===== src/rtl/uart_rx_pkg.sv =====
// uart_rx_pkg: shared types and constants for the uart_rx receiver.
//   - uart_rx_state_e : receive FSM state encoding
//   - DATA_W / NIBBLE_W : byte and display-nibble widths
//   - even_parity_err() : parity check used when UART_RX_PARITY_EN is defined
package uart_rx_pkg;

  localparam int DATA_W   = 8;
  localparam int NIBBLE_W = 4;

  typedef enum logic [2:0] {
    IDLE      = 3'd0,
    START     = 3'd1,
    DATA      = 3'd2,
    STOP      = 3'd3,
    WAIT_IDLE = 3'd4,
    PARITY    = 3'd5
  } uart_rx_state_e;

  // Returns 1 when data plus the received parity bit has an odd number of ones.
  function automatic logic even_parity_err(input logic [DATA_W-1:0] data,
                                           input logic              par_bit);
    return (^data) ^ par_bit;
  endfunction

endpackage


===== src/rtl/uart_rx_fifo.sv =====
// uart_rx_fifo: synchronous byte FIFO holding received characters.
// Ports:
//   clk_i, rst_i   clock, synchronous active-high reset (clears pointers)
//   push_i/data_i  write request and byte
//   pop_i          read request (ignored when empty)
//   head_o         byte at the read pointer, 0 when empty
//   full_o/empty_o occupancy flags
// Pointers carry one extra wrap bit so full and empty are distinguishable.
module uart_rx_fifo
  import uart_rx_pkg::*;
#(
  parameter int FIFO_DEPTH = 16
) (
  input  logic              clk_i,
  input  logic              rst_i,
  input  logic              push_i,
  input  logic [DATA_W-1:0] data_i,
  input  logic              pop_i,
  output logic [DATA_W-1:0] head_o,
  output logic              full_o,
  output logic              empty_o
);

  localparam int AW = $clog2(FIFO_DEPTH);
  localparam int PW = AW + 1;

  logic [DATA_W-1:0] mem_q [FIFO_DEPTH];
  logic [PW-1:0]     wptr_q, wptr_d;
  logic [PW-1:0]     rptr_q, rptr_d;
  logic              do_push;
  logic              do_pop;

  assign empty_o = (wptr_q == rptr_q);
  assign full_o  = (wptr_q[AW] != rptr_q[AW]) &&
                   (wptr_q[AW-1:0] == rptr_q[AW-1:0]);

  // A simultaneous pop frees the slot, so a push into a full FIFO is taken.
  assign do_push = push_i && (!full_o || pop_i);
  assign do_pop  = pop_i && !empty_o;

  always_comb begin
    wptr_d = wptr_q;
    rptr_d = rptr_q;
    if (do_push) wptr_d = wptr_q + 1'b1;
    if (do_pop)  rptr_d = rptr_q + 1'b1;
  end

  always_ff @(posedge clk_i) begin
    if (rst_i) begin
      wptr_q <= '0;
      rptr_q <= '0;
    end else begin
      wptr_q <= wptr_d;
      rptr_q <= rptr_d;
    end
  end

  // Storage needs no reset: it is only visible through a valid read pointer.
  always_ff @(posedge clk_i) begin
    if (do_push) mem_q[wptr_q[AW-1:0]] <= data_i;
  end

  assign head_o = empty_o ? '0 : mem_q[rptr_q[AW-1:0]];

endmodule


===== src/rtl/uart_rx.sv =====
// uart_rx: receive-only UART (8N1, or 8E1 when UART_RX_PARITY_EN is defined)
// feeding a byte FIFO whose head is shown as two hex nibbles.
// Ports:
//   CLK           system clock, rising edge
//   reset         synchronous active-high reset
//   serial_in     asynchronous UART line, idles high
//   display_next  level input; each rising edge pops one byte
//   error         sticky: framing, overflow (or parity) error seen
//   fifo_full     FIFO holds FIFO_DEPTH bytes
//   fifo_empty    FIFO holds no bytes
//   data_out_msd  head byte [7:4] (0 when empty)
//   data_out_lsd  head byte [3:0] (0 when empty)
//   dbg_state_o   current receive FSM state
// Optional feature macro: UART_RX_PARITY_EN (adds an even-parity bit state).
module uart_rx
  import uart_rx_pkg::*;
#(
  parameter int CLKS_PER_BIT = 5208,
  parameter int FIFO_DEPTH   = 16
) (
  input  logic                CLK,
  input  logic                reset,
  input  logic                serial_in,
  input  logic                display_next,
  output logic                error,
  output logic                fifo_full,
  output logic                fifo_empty,
  output logic [NIBBLE_W-1:0] data_out_msd,
  output logic [NIBBLE_W-1:0] data_out_lsd,
  output uart_rx_state_e      dbg_state_o
);

  localparam int CW = $clog2(CLKS_PER_BIT);
  localparam logic [CW-1:0] BIT_LAST  = CW'(CLKS_PER_BIT - 1);
  localparam logic [CW-1:0] HALF_LAST = CW'(CLKS_PER_BIT / 2 - 1);

  // Two-flop synchronizer, reset to the idle (high) line level.
  logic sync1_q, sync2_q;
  logic rx;

  always_ff @(posedge CLK) begin
    if (reset) begin
      sync1_q <= 1'b1;
      sync2_q <= 1'b1;
    end else begin
      sync1_q <= serial_in;
      sync2_q <= sync1_q;
    end
  end

  assign rx = sync2_q;

  // display_next rising-edge detect: one press pops exactly one byte.
  logic next_prev_q;
  logic pop_req;

  always_ff @(posedge CLK) begin
    if (reset) next_prev_q <= 1'b0;
    else       next_prev_q <= display_next;
  end

  assign pop_req = display_next && !next_prev_q;

  // Receive FSM state and datapath registers.
  uart_rx_state_e    state_q, state_d;
  logic [CW-1:0]     clk_cnt_q, clk_cnt_d;
  logic [2:0]        bit_cnt_q, bit_cnt_d;
  logic [DATA_W-1:0] shift_q, shift_d;
  logic              error_q, error_d;
  logic              push_req;
  logic              frame_err;
  logic              overflow;
  logic              par_set;
`ifdef UART_RX_PARITY_EN
  logic              par_err_q, par_err_d;
`endif

  logic [DATA_W-1:0] head;

  always_comb begin
    state_d   = state_q;
    clk_cnt_d = clk_cnt_q;
    bit_cnt_d = bit_cnt_q;
    shift_d   = shift_q;
    push_req  = 1'b0;
    frame_err = 1'b0;
    par_set   = 1'b0;
`ifdef UART_RX_PARITY_EN
    par_err_d = par_err_q;
`endif
    case (state_q)
      IDLE: begin
        if (!rx) begin
          bit_cnt_d = '0;
          clk_cnt_d = '0;
`ifdef UART_RX_PARITY_EN
          par_err_d = 1'b0;
`endif
          state_d   = START;
        end
      end
      // Re-check the line mid start bit; a short low pulse returns to IDLE.
      START: begin
        if (clk_cnt_q == HALF_LAST) begin
          clk_cnt_d = '0;
          state_d   = rx ? IDLE : DATA;
        end else begin
          clk_cnt_d = clk_cnt_q + 1'b1;
        end
      end
      DATA: begin
        if (clk_cnt_q == BIT_LAST) begin
          clk_cnt_d = '0;
          shift_d   = {rx, shift_q[DATA_W-1:1]};
          bit_cnt_d = bit_cnt_q + 1'b1;
          if (bit_cnt_q == 3'd7) begin
`ifdef UART_RX_PARITY_EN
            state_d = PARITY;
`else
            state_d = STOP;
`endif
          end
        end else begin
          clk_cnt_d = clk_cnt_q + 1'b1;
        end
      end
`ifdef UART_RX_PARITY_EN
      PARITY: begin
        if (clk_cnt_q == BIT_LAST) begin
          clk_cnt_d = '0;
          par_err_d = even_parity_err(shift_q, rx);
          par_set   = even_parity_err(shift_q, rx);
          state_d   = STOP;
        end else begin
          clk_cnt_d = clk_cnt_q + 1'b1;
        end
      end
`endif
      STOP: begin
        if (clk_cnt_q == BIT_LAST) begin
          clk_cnt_d = '0;
          if (rx) begin
`ifdef UART_RX_PARITY_EN
            push_req = !par_err_q;
`else
            push_req = 1'b1;
`endif
            state_d  = IDLE;
          end else begin
            frame_err = 1'b1;
            state_d   = WAIT_IDLE;
          end
        end else begin
          clk_cnt_d = clk_cnt_q + 1'b1;
        end
      end
      WAIT_IDLE: begin
        if (rx) state_d = IDLE;
      end
      default: state_d = IDLE;
    endcase
  end

  // A good byte is lost only when full and no pop frees a slot this cycle.
  assign overflow = push_req && fifo_full && !pop_req;

  always_comb begin
    error_d = error_q;
    if (frame_err || overflow || par_set) error_d = 1'b1;
  end

  always_ff @(posedge CLK) begin
    if (reset) begin
      state_q   <= IDLE;
      clk_cnt_q <= '0;
      bit_cnt_q <= '0;
      shift_q   <= '0;
      error_q   <= 1'b0;
`ifdef UART_RX_PARITY_EN
      par_err_q <= 1'b0;
`endif
    end else begin
      state_q   <= state_d;
      clk_cnt_q <= clk_cnt_d;
      bit_cnt_q <= bit_cnt_d;
      shift_q   <= shift_d;
      error_q   <= error_d;
`ifdef UART_RX_PARITY_EN
      par_err_q <= par_err_d;
`endif
    end
  end

  uart_rx_fifo #(
    .FIFO_DEPTH(FIFO_DEPTH)
  ) u_fifo (
    .clk_i  (CLK),
    .rst_i  (reset),
    .push_i (push_req),
    .data_i (shift_q),
    .pop_i  (pop_req),
    .head_o (head),
    .full_o (fifo_full),
    .empty_o(fifo_empty)
  );

  assign error        = error_q;
  assign data_out_msd = head[DATA_W-1:NIBBLE_W];
  assign data_out_lsd = head[NIBBLE_W-1:0];
  assign dbg_state_o  = state_q;

endmodule


===== config.mk =====
export PLATFORM = sky130hd
export DESIGN_NAME = uart_rx
export DESIGN_NICKNAME = d
export VERILOG_FILES = /design/src/rtl/uart_rx_pkg.sv /design/src/rtl/uart_rx_fifo.sv /design/src/rtl/uart_rx.sv
export SDC_FILE = /design/constraint.sdc
export NUM_CORES = 1
export LEC_CHECK = 0
export CAP_MARGIN = 10
export CORE_ASPECT_RATIO = 1.4
export CORE_MARGIN = 10
export CORE_UTILIZATION = 50
export DETAILED_ROUTE_END_ITERATION = 16
export PLACE_DENSITY = 0.72
export SETUP_SLACK_MARGIN = 0.5
export SYNTH_ARGS = -nofsm -noshare
export SYNTH_HDL_FRONTEND = slang
export SYNTH_HIERARCHICAL = 1
export SYNTH_SLANG_ARGS = --single-unit

===== constraint.sdc =====
create_clock -name CLK -period 4.4 [get_ports CLK]
set_input_delay 0.88 -clock CLK [delete_from_list [all_inputs] [get_ports CLK]]
set_output_delay 0.88 -clock CLK [all_outputs]
set_load 0.01 [all_outputs]

After elaboration in Yosys (flattened, before gate mapping)
Memory sizes are Yosys's and may differ from the RTL's. A register that Yosys moved wholly into a read port is not among the register bits.
Cells that the tools add are included.
{"block": "op_classes", "addsub": 4, "eq_ne": 16, "mux": 27, "reduce_logical": 20}
{"op": "two-way mux 13 bit", "count": 3}
{"op": "case mux 13 bit (3 select lines)", "count": 1}
{"op": "two-way mux 3 bit", "count": 9}
{"op": "case mux 3 bit (5 select lines)", "count": 1}
{"op": "adder 13 x 1 -> 13 bit, second input constant", "count": 1}
{"op": "== test 13 x 12 -> 1 bit, second input constant", "count": 1}
{"op": "== test 13 bit, second input constant", "count": 1}
{"op": "inequality test 2 bit, second input constant", "count": 6}
{"op": "adder 5 x 1 -> 5 bit, second input constant", "count": 2}
{"op": "two-way mux 1 bit", "count": 8}
{"op": "two-way mux 4 bit", "count": 2}
{"op": "two-way mux 8 bit", "count": 1}
{"op": "== test 3 x 2 -> 1 bit, second input constant", "count": 2}
{"op": "== test 3 bit, second input constant", "count": 2}
{"op": "logical AND 1 bit", "count": 6}
{"op": "case mux 3 bit (2 select lines)", "count": 1}
{"op": "AND reduction 6 bit", "count": 1}
{"op": "== test 5 bit", "count": 1}
{"op": "== test 4 bit", "count": 1}
{"op": "zero test 1 bit", "count": 4}
{"op": "AND reduction 2 bit", "count": 2}
{"op": "adder 3 x 1 -> 3 bit, second input constant", "count": 1}
{"op": "== test 3 x 1 -> 1 bit, second input constant", "count": 1}
{"op": "zero test 3 bit", "count": 1}
{"op": "7 further kinds", "count": 8}
{"block": "totals", "register_bits": 41, "ramBits": 128, "output_inout_bits": 14, "wordCells": 78, "mem_count": 1}
{"name": "u_fifo.mem_q", "depth": 16, "width": 8, "read_ports": 1, "rd_ports_with_merged_regs": 1, "write_ports": 1, "line_no": "uart_rx_fifo.sv:27", "source": "logic [DATA_W-1:0] mem_q [FIFO_DEPTH];"}

Logic depth before layout (Yosys ltp)
{"block": "depth", "word_depth": 7, "ltp_mapped": 9, "mapped_depth_nobuf": 9}

Hierarchy
Netlist, hierarchy kept.
{"module": "uart_rx_fifo", "instances": 1, "cells_per_inst": 323, "area_each_um2": 5774.3}
{"module": "uart_rx", "instances": 1, "cells_per_inst": 185, "area_each_um2": 1534.0}

Least setup slack after synthesis
Ideal clock, no wire load.
{"block": "synth_path", "path_type": "reg-to-reg", "start": "reg clk_cnt_q[0]", "end": "mem u_fifo.mem_q[11][0] (enable)", "setup_ns": 0.385, "t_arrival_ns": 2.284, "required_ns": 4.015, "slack_ns": 1.731, "path_stages_with_launch": 9, "period_less_slack_ns": 2.669, "path_cell_list": "dfxtp_1 > ha_1 > nor3b_2 > nand4b_4 > nor2_1 > and3_1 > nand2_1 > a21o_1 > nor3b_1"}
{"block": "synth_between", "elab_chain_len": 6}
{"element": "from (decl)", "line_no": "uart_rx.sv:66", "source": "logic [CW-1:0] clk_cnt_q, clk_cnt_d;"}
{"element": "from (signal assigned)", "line_no": "uart_rx.sv:184", "source": "clk_cnt_q <= clk_cnt_d;"}
{"element": "== test 13 bit", "line_no": "uart_rx.sv:140", "source": "if (clk_cnt_q == BIT_LAST) begin"}
{"element": "two-way mux 1 bit", "line_no": "uart_rx.sv:140"}
{"element": "two-way mux 1 bit", "line_no": "uart_rx.sv:91", "source": "case (state_q)"}
{"element": "net push_req", "line_no": "uart_rx.sv:70", "source": "logic push_req;"}
{"element": "logical AND 1 bit", "line_no": "uart_rx_fifo.sv:38", "source": "assign do_push = push_i && (!full_o || pop_i);"}
{"element": "two-way mux 1 bit", "line_no": "uart_rx_fifo.sv:60", "source": "if (do_push) mem_q[wptr_q[AW-1:0]] <= data_i;"}
{"element": "two-way mux 1 bit (implied by the code)", "line_no": "uart_rx_fifo.sv:60"}
{"element": "to (decl)", "line_no": "uart_rx_fifo.sv:27"}
The timed path passes the listed nets, and every way through them passes these cells.

==> results.cfg <==
[outcome]
outcome = finished clean

[yosys]
synth_xor_area_share_pct = 2.02
proportion_of_synthesized_area_in_mux_cells_pct = 11.4
ys_types = 58
synthSimpleGateAreaFrac_pct = 12.1
syn-instance-count = 508
post-synth-top-area-fraction_pct = 52.6
synthFlopType = sky130_fd_sc_hd__edfxtp_1
synth-adder-area-share_pct = 1.37
combinational_family_with_the_most_area_after_synthesis = simple AND/OR/NAND/NOR gates
synth.yosys.warnings = 6
share_of_flip_flops_with_an_asynchronous_set_or_reset_pct = 0
post_synth.cell_area_avg_um2 = 14.4
synth-seq-cells = 173
synth_area_um2 = 7310
synthTopCellsByArea = sky130_fd_sc_hd__edfxtp_1 (53%), sky130_fd_sc_hd__dfxtp_1 (12%), sky130_fd_sc_hd__mux4_2 (7.1%)
synth_seq_area_share_pct = 64.9
synthMostInstantiatedCell = sky130_fd_sc_hd__edfxtp_1
synth-compound-area-share_pct = 5.77
synth_largest_area_cell = sky130_fd_sc_hd__edfxtp_1
netlist_top_cells_count = sky130_fd_sc_hd__edfxtp_1 (128), sky130_fd_sc_hd__dfxtp_1 (45), sky130_fd_sc_hd__nor2_1 (40), sky130_fd_sc_hd__nand2_1 (39), sky130_fd_sc_hd__mux2i_1 (24)
postSynthNetCount = 520
number_of_enable_type_register_cells_in_the_synthesized_netlist = 128

[sta]
final_min_period_over_clock_period_pct = 83.3
report.final.hold_viol_count = 0
final.min_clock_period_ns = 3.66
finalClockSkew_ns = 0.00949
relSlewSlack_pct = 41.3
setup_repair_after_global_routing_missed_its_margin = no
clock.fmax_mhz = 273
tns_ns = 0
final-setup-viol-count = 0
slew_worst_pin_ns = 0.879
drv_slew = 0

[drt]
drt-wirelength-per-cell_um = 19.5
detailedRoute.firstPassIterationCount = 4
antenna_left = 0
totalWireLength_mm = 14.2
via_count = 4167
route.detailed.drc = 0
detail_route.vias_per_cell = 5.73
drt-initial-drc-count = 277

[power_and_ir_drop]
powerDensity_nw_per_um2 = 387
leakage_uw = 0.00270
worst_ir_drop_vdd_uv = 229

[clock_tree]
number_of_buffers_created_by_cts = 17
cts.hold.buffers_added = 0
cts_htree_levels = 4
clkTransAtPathRegs_ns = 0.06
clkLatencyLatePin_ns = 0.42
clockRootBuffer = sky130_fd_sc_hd__clkbuf_16
clock_sink_count = 173
cts_tree = built
post-cts-setup-buffer-count = 0
post_cts_resized = 0
clock_path_buffers = 2

[final_layout]
finish.net_count = 538
area_delta_synth_final_pct = 11.8
fillers = 1128
multi_input_area_um2 = 2380
drive_gt1_share_pct = 14.7
stdcell_count = 727
antenna_cells = 0
ff_latch_area_um2 = 4750

[critical_path]
setup.worst_path.start_class = flop
timing.critical_path.arrival_ns = 2.78
worst_setup_path_end_kind = output pin
timing.critical_path.required_ns = 3.52
critical_path_peak_fanout = 25
setup.worst_path.class = flop to output pin
crit_path_max_incr_delay_ns = 0.84
list_of_cells_traversed_by_the_critical_path = mux4_2, nand2b_1, a31oi_1, nor2_1, clkdlybuf4s50_1
timing.critical_path.slowest_stage_cell = sky130_fd_sc_hd__dfxtp_2

[global_route]
grt_usage_pct = 15.0
vias_in_the_first_global_route = 4365
largest_net_degree_at_the_start_of_global_routing = 34
gr-total-overflow = 0
antenna_violations_before_repair = 0
global_route_wire_length_before_repair_mm = 22.9

[floorplan]
core_um2 = 14400
pin_count = 18
chipWidth_um = 122
floorplan.initialDensity_pct = 50.8
rows = 52
fp.dieH_um = 163
die-area_um2 = 19900

[placed_design]
dp_hpwl_mm = 9.31
placed_cells_incl_taps = 695
io_buffers = 17
finalWeightedCongestion = 0.826

[run]
cap_viol_max_count = 0

[hold_path]
hold_path.class = flop to flop
==> flip-flops by register name, indices dropped and copies added, names as in the netlist, named ones only <==
name	cells
sync1_q	1
clk_cnt_q	13
u_fifo/mem_q	128
dbg_state_o	3
next_prev_q	1
error	1
rx	1
bit_cnt_q	3
shift_q	8
u_fifo/wptr_q	5
u_fifo/rptr_q	5
==> worst max-delay path: cells and delay by family (launching register included) <==
family,cells,cell delay (ns)
flip-flops,1,0.84
AND/OR/NAND/NOR,2,0.22
multiplexers,1,0.60
buffers and inverters,1,0.49
AO/OA/AOI/OAI,1,0.21
==> cell type report <==
type | count | share of cell area [%]
inverter | 5 | 0.230
clock inverter | 13 | 1.55
timing repair buffer | 25 | 2.82
tap | 189 | 2.90
clock buffer | 18 | 5.25
multi-input combinational | 304 | 29.2
sequential | 173 | 58.1
==> where the power goes <==
| group | internal, µW | switching (µW) | leakage [µW] |
|---|---|---|---|
| combinational | 10.6 | 17.7 | 0.000887 |
| clock | 823 | 577 | 0.000262 |
| sequential | 1730 | 2.94 | 0.00155 |
==> per-layer routing <==
metal | vias up | wire [µm] | GRT usage (%)
met1 | 2124 | 5680 | 17.0
met5 | - | 0 | 0
li1 | 1950 | - | -
met3 | 17 | 502 | 3.35
met4 | 0 | 198 | 5.26
met2 | 76 | 7790 | 27.0
==> stage by stage <==
step	instance area, µm²	hold WS [ns]	worst slack, ns	util, %	total power [µW]
2_1_floorplan	7310	0.389	1.73	-	1790
3_3_place_gp	7600	0.395	1.17	52.9	1800
3_5_place_dp	7600	0.395	1.16	52.9	1800
4_1_cts	8160	0.411	0.688	56.8	3190
5_1_grt	8170	0.438	0.561	56.8	3260
6_report	8170	0.409	0.736	56.8	3160
==> final timing paths <==
path,startpoint,end,slack [ns],depth (start not counted)
min reg2reg,sync1_q$_SDFF_PP1_,rx$_SDFF_PP1_,0.41,1
max,flop,data_out_msd[2],0.74,5
min,sync1_q$_SDFF_PP1_,rx$_SDFF_PP1_,0.41,1
max reg2reg,clk_cnt_q[1]$_SDFFE_PP0P_,u_fifo/mem_q[7][3]$_DFFE_PP_,1.45,8
==> kinds of logic (layout without fill, tap and decap cells) <==
| logic type | Yosys count | after routing |
|---|---|---|
| flops | 173 | 173 |
| simple gates | 162 | 162 |
| compound gates | 66 | 66 |
| mux | 52 | 52 |
| buf+inv | 31 | 61 |
| xor+xnor | 16 | 16 |
| fa+ha+maj | 8 | 8 |
==> placed cells by master (no fill, tap or decap), types with 2 or more instances in the layout <==
cell and n:
sky130_fd_sc_hd__a21oi_1 21, sky130_fd_sc_hd__xnor2_1 8, sky130_fd_sc_hd__inv_1 5, sky130_fd_sc_hd__and2_1 2, sky130_fd_sc_hd__mux2i_1 24, sky130_fd_sc_hd__edfxtp_1 128
sky130_fd_sc_hd__nor3b_1 4, sky130_fd_sc_hd__nand2b_1 9, sky130_fd_sc_hd__a211oi_1 2, sky130_fd_sc_hd__nor3_1 9, sky130_fd_sc_hd__a21o_1 4, sky130_fd_sc_hd__nand4_1 5
sky130_fd_sc_hd__dfxtp_1 44, sky130_fd_sc_hd__mux2_2 3, sky130_fd_sc_hd__or2_2 5, sky130_fd_sc_hd__clkbuf_16 17, sky130_fd_sc_hd__a22oi_1 6, sky130_fd_sc_hd__clkinv_1 4
sky130_fd_sc_hd__nor3b_2 3, sky130_fd_sc_hd__buf_4 8, sky130_fd_sc_hd__ha_1 8, sky130_fd_sc_hd__clkinvlp_4 2, sky130_fd_sc_hd__xor2_1 7, sky130_fd_sc_hd__nand3_1 10
sky130_fd_sc_hd__a31oi_1 7, sky130_fd_sc_hd__nor2_1 40, sky130_fd_sc_hd__o21ai_0 15, sky130_fd_sc_hd__nand2_1 39, sky130_fd_sc_hd__bufinv_16 2, sky130_fd_sc_hd__nor2b_1 10
sky130_fd_sc_hd__and3_1 15, sky130_fd_sc_hd__clkdlybuf4s50_1 17, sky130_fd_sc_hd__mux4_2 23, sky130_fd_sc_hd__clkinv_4 3
No activity file was read; power rests on OpenSTA's default activity.
